`config.mk`:
```
export PLATFORM = sky130hd
export DESIGN_NAME = qpsk_demap_flat
export DESIGN_NICKNAME = d
export VERILOG_FILES = /design/src/rtl/qpsk_demap_if.sv /design/src/rtl/qpsk_demap.sv /design/src/flat_wrapper.sv
export SDC_FILE = /design/constraint.sdc
export NUM_CORES = 1
export LEC_CHECK = 0
export ABC_AREA = 0
export CAP_MARGIN = 40
export CELL_PAD_IN_SITES_DETAIL_PLACEMENT = 0
export CELL_PAD_IN_SITES_GLOBAL_PLACEMENT = 2
export CORE_AREA = 5 5 75 77
export CTS_CLUSTER_SIZE = 20
export DETAILED_ROUTE_END_ITERATION = 6
export DIE_AREA = 0 0 80 82
export PLACE_DENSITY = 0.68
export SYNTH_ARGS = -nofsm -noshare
export SYNTH_HDL_FRONTEND = slang
export SYNTH_SLANG_ARGS = --single-unit
```
`constraint.sdc`:
```
create_clock -name CLK_I -period 1.61 [get_ports CLK_I]
set_input_delay 0.322 -clock CLK_I [delete_from_list [all_inputs] [get_ports CLK_I]]
set_output_delay 0.322 -clock CLK_I [all_outputs]
set_load 0.02 [all_outputs]
```
`src/rtl/qpsk_demap_if.sv`:
```
// Stream bus bundle for the QPSK demapper: data, write qualifier, strobe,
// cycle framing and the returning acknowledge. W sets the data width.
interface qpsk_demap_if #(
    parameter int W = 2
);
    logic [W-1:0] dat;
    logic         we;
    logic         stb;
    logic         cyc;
    logic         ack;

    modport master (output dat, output we, output stb, output cyc, input ack);
    modport slave  (input dat, input we, input stb, input cyc, output ack);
endinterface

```
`src/rtl/qpsk_demap.sv`:
```
// Hard-decision QPSK demapper: sign of Re/Im of each accepted sample becomes
// a 2-bit symbol, buffered in a 2-entry skid FIFO and framed in groups of NSYM
// output transfers. A frame ended early by the upstream pulses SHORT_O.
// NSYM must be at least 2.
module qpsk_demap #(
    parameter int NSYM = 192,
    parameter int DW   = 16
) (
    input  logic          CLK_I,
    input  logic          RST_I,
    qpsk_demap_if.slave   in_bus,
    qpsk_demap_if.master  out_bus,
    output logic          SHORT_O
);
    localparam int CW = $clog2(NSYM + 1);

    typedef enum logic [1:0] {
        IDLE   = 2'd0,
        ACTIVE = 2'd1,
        CLOSE  = 2'd2
    } state_t;

    state_t         state_r;
    state_t         state_s;
    logic [CW-1:0]  count_r;
    logic [CW-1:0]  count_s;

    logic [1:0]     mem_r [2];
    logic           rd_ptr_r;
    logic           wr_ptr_r;
    logic [1:0]     fifo_cnt_r;

    logic           ack_s;
    logic           push_s;
    logic           pop_s;
    logic           cyc_s;
    logic           short_s;

    // Sign decision: negative component -> 1, zero or positive -> 0.
    function automatic logic [1:0] sign_decide(input logic [2*DW-1:0] d);
        return {d[2*DW-1], d[DW-1]};
    endfunction

    // Input acceptance and FIFO push/pop strobes from the registered fill level.
    always_comb begin
        ack_s  = in_bus.cyc & in_bus.stb & in_bus.we & (fifo_cnt_r != 2'd2) & ~RST_I;
        push_s = ack_s;
        pop_s  = (fifo_cnt_r != 2'd0) & out_bus.ack;
    end

    assign in_bus.ack  = ack_s;
    assign out_bus.stb = (fifo_cnt_r != 2'd0);
    assign out_bus.we  = (fifo_cnt_r != 2'd0);
    assign out_bus.dat = mem_r[rd_ptr_r];
    assign out_bus.cyc = cyc_s;
    assign SHORT_O     = short_s;

    // Two-entry FIFO storage, pointers and fill level; head entry drives DAT_O.
    always_ff @(posedge CLK_I) begin
        if (RST_I) begin
            mem_r[0]   <= 2'b00;
            mem_r[1]   <= 2'b00;
            rd_ptr_r   <= 1'b0;
            wr_ptr_r   <= 1'b0;
            fifo_cnt_r <= 2'd0;
        end else begin
            if (push_s) begin
                mem_r[wr_ptr_r] <= sign_decide(in_bus.dat);
                wr_ptr_r        <= ~wr_ptr_r;
            end
            if (pop_s) begin
                rd_ptr_r <= ~rd_ptr_r;
            end
            case ({push_s, pop_s})
                2'b10:   fifo_cnt_r <= fifo_cnt_r + 2'd1;
                2'b01:   fifo_cnt_r <= fifo_cnt_r - 2'd1;
                default: fifo_cnt_r <= fifo_cnt_r;
            endcase
        end
    end

    // Frame state and output-transfer counter registers.
    always_ff @(posedge CLK_I) begin
        if (RST_I) begin
            state_r <= IDLE;
            count_r <= '0;
        end else begin
            state_r <= state_s;
            count_r <= count_s;
        end
    end

    // Frame next-state: count output transfers, wrap at NSYM, close short frames.
    always_comb begin
        state_s = state_r;
        count_s = count_r;
        case (state_r)
            IDLE: begin
                count_s = '0;
                if (pop_s) begin
                    // A symbol left over from the previous frame's final cycle
                    // is already the first transfer of the new frame.
                    count_s = CW'(1);
                    state_s = ACTIVE;
                end else if (push_s || (fifo_cnt_r != 2'd0)) begin
                    state_s = ACTIVE;
                end else begin
                    state_s = IDLE;
                end
            end
            ACTIVE: begin
                if (pop_s) begin
                    if (count_r == CW'(NSYM - 1)) begin
                        state_s = IDLE;
                        count_s = '0;
                    end else begin
                        state_s = ACTIVE;
                        count_s = count_r + CW'(1);
                    end
                end else if (!in_bus.cyc && (fifo_cnt_r == 2'd0)) begin
                    state_s = CLOSE;
                end else begin
                    state_s = ACTIVE;
                end
            end
            CLOSE: begin
                state_s = IDLE;
                count_s = '0;
            end
            default: begin
                state_s = IDLE;
                count_s = '0;
            end
        endcase
    end

    // Frame outputs decoded from the registered state.
    always_comb begin
        cyc_s   = 1'b0;
        short_s = 1'b0;
        case (state_r)
            IDLE: begin
                cyc_s   = 1'b0;
                short_s = 1'b0;
            end
            ACTIVE: begin
                cyc_s   = 1'b1;
                short_s = 1'b0;
            end
            CLOSE: begin
                cyc_s   = 1'b0;
                short_s = 1'b1;
            end
            default: begin
                cyc_s   = 1'b0;
                short_s = 1'b0;
            end
        endcase
    end
endmodule

```
`src/flat_wrapper.sv`:
```
// flat-port wrapper written by rule: the top's interface ports become plain ports
module qpsk_demap_flat 
#(
    parameter int NSYM = 192,
    parameter int DW   = 16
)
  (CLK_I, RST_I, SHORT_O, in_bus_dat, in_bus_we, in_bus_stb, in_bus_cyc, in_bus_ack, out_bus_dat, out_bus_we, out_bus_stb, out_bus_cyc, out_bus_ack);
  qpsk_demap_if #(.W(2*DW)) in_bus_i ();
  qpsk_demap_if #(.W(2)) out_bus_i ();
  input  logic CLK_I;
  input  logic RST_I;
  output logic SHORT_O;
  input wire logic [$bits(in_bus_i.dat)-1:0] in_bus_dat;
  input wire logic [$bits(in_bus_i.we)-1:0] in_bus_we;
  input wire logic [$bits(in_bus_i.stb)-1:0] in_bus_stb;
  input wire logic [$bits(in_bus_i.cyc)-1:0] in_bus_cyc;
  output wire logic [$bits(in_bus_i.ack)-1:0] in_bus_ack;
  output wire logic [$bits(out_bus_i.dat)-1:0] out_bus_dat;
  output wire logic [$bits(out_bus_i.we)-1:0] out_bus_we;
  output wire logic [$bits(out_bus_i.stb)-1:0] out_bus_stb;
  output wire logic [$bits(out_bus_i.cyc)-1:0] out_bus_cyc;
  input wire logic [$bits(out_bus_i.ack)-1:0] out_bus_ack;
  assign in_bus_i.dat = in_bus_dat;
  assign in_bus_i.we = in_bus_we;
  assign in_bus_i.stb = in_bus_stb;
  assign in_bus_i.cyc = in_bus_cyc;
  assign in_bus_ack = in_bus_i.ack;
  assign out_bus_dat = out_bus_i.dat;
  assign out_bus_we = out_bus_i.we;
  assign out_bus_stb = out_bus_i.stb;
  assign out_bus_cyc = out_bus_i.cyc;
  assign out_bus_i.ack = out_bus_ack;
  qpsk_demap #(.NSYM(NSYM), .DW(DW)) u_core (.CLK_I(CLK_I), .RST_I(RST_I), .in_bus(in_bus_i), .out_bus(out_bus_i), .SHORT_O(SHORT_O));
endmodule
```
==> metrics.txt, run 1 <==
run status complete, no violations; proportion of layout cells with a drive suffix above 1 between 30% and 40%; most common cell after layout, fill and taps aside sky130_fd_sc_hd__buf_4; Residual DRC 0; worst-skew pair later-pin latency around 0.26 ns; Mapped Nets roughly 130; worst slew slack as a fraction of its limit ~83%; peak clock frequency supported by timing roughly 0.65 GHz; Longest Clk Path Bufs 2; largest area contributor in the netlist sky130_fd_sc_hd__dfxtp_1; Max IR drop VDD around 230 uV; commonest cells after routing, fill and taps aside 17 x sky130_fd_sc_hd__buf_4, 14 x sky130_fd_sc_hd__dfxtp_1, 11 x sky130_fd_sc_hd__nor2_1, 6 x sky130_fd_sc_hd__xnor2_1, 6 x sky130_fd_sc_hd__clkbuf_2; distinct cell type count of the synthesized netlist 41; WL/cell between 10 and 15 um; arrival time reported for the critical path endpoint between 1.5 and 2 ns; total of fill cells in the finished design between 500 and 600; summed negative setup slack over all endpoints 0 ns; share of async-settable or async-resettable flops after synthesis 0%; top area cells in the synthesized netlist sky130_fd_sc_hd__dfxtp_1 32%, sky130_fd_sc_hd__edfxtp_1 13%, sky130_fd_sc_hd__xnor2_1 6.5%; number of DRC violations after detailed-routing iteration 0 23; ratio of total power to cell area ~800 nW/um^2; number of warnings reported in the yosys synthesis log 0; synthesis-stage register bit count 19; pre-CTS setup slack -0.498 ns; clock-pin transition on the worst setup and hold timing paths ~0.070 ns; largest net degree at the start of global routing 12; final-stage net count 168; horizontal die dimension ~80 um; CTS Root Buffer Type sky130_fd_sc_hd__clkbuf_8; worst path required time between 1.5 and 2 ns; aggregate global routing overflow 0; area of the mapped netlist between 900 and 1000 um^2; buffers added on ports 14; I/O pins 45; number of cells produced by synthesis 94; Total Routing Usage GR between 7 and 8%; non-filler cells, final 197; Max Clock Skew 0.00101 ns; initial core utilization between 10% and 20%; number of vias after detailed routing around 770; gp weighted congestion just under 0.8; Area Overhead vs Synth 42.0%; Min Clock Period, post-route 1.55 ns; final worst slack 0.0633 ns; full die area about 6600 um^2; final HPWL from detailed placement 1630 um; startpoint type of the worst setup path input port; num rows 26; H-tree depth reported by CTS 1; CP Class input port to flip-flop; first-pass detailed-route iteration total 3; antenna violations before repair 0; class of the worst hold path input port to flip-flop; drt total wl around 2200 um; Leak 0.557 nW; Placed Cells 191; number of hold violations in the final report 0; unrepaired setup endpoints after global routing false; first-pass GRT wire length ~3700 um; number of nets with antenna violations after routing 0; Placeable Area around 4900 um^2; critical path peak fanout 3; crit end category flip-flop; number of global-route vias before repair 800; Die Y a little over 80 um; total clock buffers created by CTS 3; final worst-path cycle share a little over nine tenths; Diodes inserted 0; sequential-to-total area share from yosys stat between 40 and 50%; main flop type after synthesis sky130_fd_sc_hd__dfxtp_1; area share of the leading cell type in the synthesized netlist 31.7%; number of enable-type register cells in the synthesized netlist 4; synthesized area per cell about 10 um^2; post-detailed-route via-to-cell ratio 3.92; setup violation total in the final timing report 0; final number of max-transition violations 0; TritonCTS clock tree done; Worst Max-Slew Pin Slew roughly 0.25 ns; number of sinks on the clock net 19; max-cap violations 0
-- logic make-up after synthesis --
logic type                 after synthesis  share of synthesized area [%]
and+or+nand+nor                         37                           23.0
DFF                                     19                           44.3
AOI/OAI and AO/OA                       18                           15.3
xor gates and xnor gates                 9                           8.31
buffers and inverters                    7                           4.09
muxes                                    2                           2.37
adders and majority gates                2                           2.64
-- timing repair --
item / in CTS / in global routing
hold buffers: 0 / 0
setup buffers: 1 / 1
pin swaps: 5 / 3
gates resized for setup: 21 / 9
endpoints found under the setup margin: 9 / 5
-- report_power, final --
group | internal (mW) | total, mW | switching (mW)
registers | 0.506 | 0.519 | 0.0132
logic | 0.112 | 0.223 | 0.111
clock network | 0.172 | 0.336 | 0.163
-- cell usage after synthesis, types with 2 or more instances --
cell and instances:
sky130_fd_sc_hd__nor4_1 2, sky130_fd_sc_hd__and3_1 2, sky130_fd_sc_hd__xnor2_1 7, sky130_fd_sc_hd__a21oi_1 6, sky130_fd_sc_hd__nand2_1 3, sky130_fd_sc_hd__nor2b_1 2, sky130_fd_sc_hd__edfxtp_1 4, sky130_fd_sc_hd__or2_2 2
sky130_fd_sc_hd__and2_1 2, sky130_fd_sc_hd__inv_1 2, sky130_fd_sc_hd__ha_1 2, sky130_fd_sc_hd__mux2_2 2, sky130_fd_sc_hd__dfxtp_1 15, sky130_fd_sc_hd__xor2_1 2, sky130_fd_sc_hd__nand3_1 3, sky130_fd_sc_hd__nor2_1 11
sky130_fd_sc_hd__a211oi_2 3
-- path summary, 6_finish.rpt --
kind / from / to / slack, ns / cells after the start
hold / removal: in_bus_cyc / u_core.state_r[1] / 0.36 / 3
setup / recovery: in_bus_we / u_core.fifo_cnt_r[1] / 0.06 / 8
setup reg to reg: u_core.fifo_cnt_r[0] / u_core.fifo_cnt_r[1] / 0.09 / 7
hold reg to reg: u_core.count_r[1] / u_core.count_r[1] / 0.49 / 2
-- final cells by class --
class / instances / area [um^2] / share of cell area [%]
timing repair buffer: 33 / 259 / 19.2
clock inverter: 1 / 5.00 / 0.372
multi-input combinational: 68 / 520 / 38.7
tap: 70 / 87.6 / 6.51
clock buffer: 3 / 41.3 / 3.07
sequential: 19 / 422 / 31.3
inverter: 3 / 11.3 / 0.836
-- stage by stage --
step                      util, %  hold WS (ns)  total power, mW  instance area (um^2)
after floorplan                 -         0.401            0.654                   968
after global placement       26.5         0.484            0.761                  1310
after detailed placement     26.5         0.490            0.766                  1310
after CTS                    27.6         0.396             1.11                  1360
after global routing         27.2         0.346             1.16                  1350
final                        27.2         0.360             1.08                  1350
-- sequential cells by signal (all words and copies together) (netlist names), named ones only --
name               cells
u_core.state_r         2
u_core.rd_ptr_r        1
u_core.mem_r           4
u_core.count_r         8
u_core.wr_ptr_r        1
u_core.fifo_cnt_r      2
-- critical path, stage by stage --
cell and delay (ns):
sky130_fd_sc_hd__dlygate4sd2_1 0.20, sky130_fd_sc_hd__nand4b_1 0.16, sky130_fd_sc_hd__a21oi_4 0.19, sky130_fd_sc_hd__buf_6 0.11, sky130_fd_sc_hd__inv_2 0.03, sky130_fd_sc_hd__ha_4 0.23
sky130_fd_sc_hd__or3_1 0.38, sky130_fd_sc_hd__a21oi_2 0.12
-- per-layer routing --
| metal | track usage (%) | vias up | wire (um) |
|---|---|---|---|
| met2 | 12.5 | 15 | 1020 |
| met3 | 2.19 | 4 | 117 |
| li1 | - | 394 | - |
| met5 | 0 | - | 0 |
| met4 | 4.56 | 0 | 44 |
| met1 | 8.55 | 360 | 989 |
Power figures use the tool's default switching activity.
==> run 2: changes to the inputs <==
- CORE_AREA: 5 5 75 77 -> 2 2 72 74
- DIE_AREA: 0 0 80 82 -> 0 0 74 76
- PLACE_DENSITY: 0.68 -> unset
- PLACE_DENSITY_LB_ADDON: unset -> 0.1
- SKIP_CTS_REPAIR_TIMING: unset -> 1
==> metrics.txt, run 2 (synthesis results as in run 1) <==
Clock Power Share 31.3% (+0.2 points); number of instances on the worst hold path 3 (unchanged); first-pass GRT wire length 3620 um (-2.9%); proportion of total power due to net switching 27.1% (+0.49 points); multi-input combinational cell area 520 um^2 (unchanged); first-pass detailed-route iteration total 4 (+1); num rows 26 (unchanged); flip-flop count of the largest register after layout 8 (unchanged); gp weighted congestion 0.670 (-14%); Gate power share 21.8% (+1.1 points); run status complete, no violations; share of the core filled with cells in the final layout 28.6% (+1.4 points); number of hold violations in the final report 0 (unchanged); total of fill cells in the finished design 531 (-2.7%); number of vias after detailed routing 757 (-2.1%); peak clock frequency supported by timing 0.642 GHz (-0.69%); Longest Clk Path Bufs 2 (unchanged); worst path required time 1.81 ns (about the same); worst-skew pair later-pin latency 0.26 ns (about the same); non-filler cells, final 196 (-0.51%); I/O pins 45 (unchanged); setup violation total in the final timing report 0 (unchanged); biggest registers after layout u_core.count_r x8, u_core.mem_r x4; Placed Cells 192 (+0.52%); placed standard-cell area 1320 um^2 (+0.57%); arrival time reported for the critical path endpoint 1.76 ns (+0.02 ns); number of nets with antenna violations after routing 0 (unchanged); Max IR drop VDD 268 uV (+15%); buffers added on ports 14 (unchanged); Area Overhead vs Synth 48.2%; WL/cell 11.2 um (+1.7%); CP Class flip-flop to flip-flop; post-detailed-route via-to-cell ratio 3.86 (-1.6%); Total Power 1.11 mW (+2.7%); aggregate global routing overflow 0 (unchanged); worst slew slack as a fraction of its limit 83.4% (about the same); final non-filler cell area 1410 um^2 (+4.4%); startpoint of the worst register-to-register path u_core.fifo_cnt_r[0]; commonest cells after routing, fill and taps aside 16 x sky130_fd_sc_hd__buf_4, 13 x sky130_fd_sc_hd__dfxtp_1, 11 x sky130_fd_sc_hd__nor2_1, 10 x sky130_fd_sc_hd__dlymetal6s2s_1, 6 x sky130_fd_sc_hd__xnor2_1; CTS Root Buffer Type sky130_fd_sc_hd__clkbuf_8; Max Clock Skew 0.00691 ns (+0.00590 ns); number of cells on the worst reg-to-reg path 8 (+1); Placeable Area 4910 um^2 (-0.66%); most common cell after layout, fill and taps aside sky130_fd_sc_hd__buf_4; proportion of layout cells with a drive suffix above 1 35.7% (-3.7 points); Storage cell area 425 um^2 (+0.89%); full die area 5620 um^2 (-14%); final HPWL from detailed placement 1700 um (+4.3%); Die Y 76 um (-7.3%); max-cap violations 0 (unchanged); H-tree depth reported by CTS 1 (unchanged); min-delay src in_bus_cyc; final worst-path cycle share 96.7% (+0.67 points); Leak 0.674 nW (+21%); class of the worst hold path input port to flip-flop; number of sinks on the clock net 19 (unchanged); Net Sw Power 301 uW (+4.6%); TritonCTS clock tree done; ratio of total power to cell area 788 nW/um^2 (-1.6%); Pint 806 uW (+2.0%); horizontal die dimension 74 um (-7.5%); end of the worst hold path u_core.state_r[1]; worst reg2reg setup slack 0.05 ns (-0.04 ns); final-stage net count 167 (-0.60%); antenna violations before repair 0 (unchanged); drt total wl 2200 um (+1.2%); largest register by flop count u_core.count_r; Total Routing Usage GR 8.64% (+1.1 points); portion of total power attributed to sequential cells 46.9% (-1.3 points); Min Clock Period, post-route 1.56 ns (+0.0108 ns); number of DRC violations after detailed-routing iteration 0 13 (-43%); critical path peak fanout 4 (+1); unrepaired setup endpoints after global routing true; final number of max-transition violations 0 (unchanged); Diodes inserted 0 (unchanged); total clock buffers created by CTS 3 (unchanged); initial core utilization 19.3% (+0.13 points); critical register-to-register path endpoint u_core.fifo_cnt_r[1]; clock-pin transition on the worst setup and hold timing paths 0.08 ns (about the same); Residual DRC 0 (unchanged); crit end category flip-flop; number of global-route vias before repair 759 (-5.1%); largest net degree at the start of global routing 12 (unchanged); startpoint type of the worst setup path flip-flop; Worst Max-Slew Pin Slew 0.248 ns (-0.00123 ns)
run 2: per-stage QoR:
step	hold WS, ns	worst slack [ns]	setup TNS (ns)
2_1_floorplan	0.401	-0.0261	-0.0261
3_3_place_gp	0.484	-0.457	-3.11
3_5_place_dp	0.484	-0.461	-3.16
4_1_cts	0.494	-0.483	-2.05
5_1_grt	0.385	-0.0246	-0.0246
6_report	0.370	0.0525	0
run 2: area by class of cell:
type | instances | area share, %
well taps | 70 | 6.23
flip-flops and latches | 19 | 30.3
multi-input cells | 68 | 37.0
clock inverters | 1 | 0.356
repair buffers | 32 | 22.2
clock buffers | 3 | 2.94
inverters | 3 | 0.980
run 2: worst max-delay path by stage:
stage / startpoint / to / slack (ns) / cells past startpoint
4_1_cts: RST_I / in_bus_ack / -0.48 / 4
2_1_floorplan: RST_I / u_core.fifo_cnt_r[1] / -0.03 / 6
5_1_grt: u_core.fifo_cnt_r[0] / u_core.fifo_cnt_r[1] / -0.02 / 8
6_report: u_core.fifo_cnt_r[0] / u_core.fifo_cnt_r[1] / 0.05 / 8
3_5_place_dp: in_bus_cyc / in_bus_ack / -0.46 / 4
3_3_place_gp: RST_I / in_bus_ack / -0.46 / 4
run 2: routing by layer:
metal | routed length, um | GRT usage [%] | up-vias
met5 | 0 | 0 | -
met4 | 25 | 4.36 | 0
met3 | 60 | 2.25 | 2
met2 | 1030 | 12.5 | 5
met1 | 1080 | 11.7 | 358
li1 | - | - | 392
run 2: power by group through the flow:
stage	sequential, mW	clock (mW)	combinational, mW
6_report	0.520	0.346	0.241
5_1_grt	0.523	0.386	0.266
4_1_cts	0.519	0.365	0.245
3_5_place_dp	0.530	0	0.244
3_3_place_gp	0.530	0	0.242
2_1_floorplan	0.530	0	0.124
run 2: critical path: stages (launching register included):
cell,delay (ns)
sky130_fd_sc_hd__dfxtp_4,0.37
sky130_fd_sc_hd__inv_2,0.04
sky130_fd_sc_hd__a21oi_4,0.14
sky130_fd_sc_hd__buf_6,0.12
sky130_fd_sc_hd__inv_4,0.03
sky130_fd_sc_hd__ha_4,0.14
sky130_fd_sc_hd__xnor2_2,0.12
sky130_fd_sc_hd__or3_1,0.39
sky130_fd_sc_hd__a21oi_2,0.13
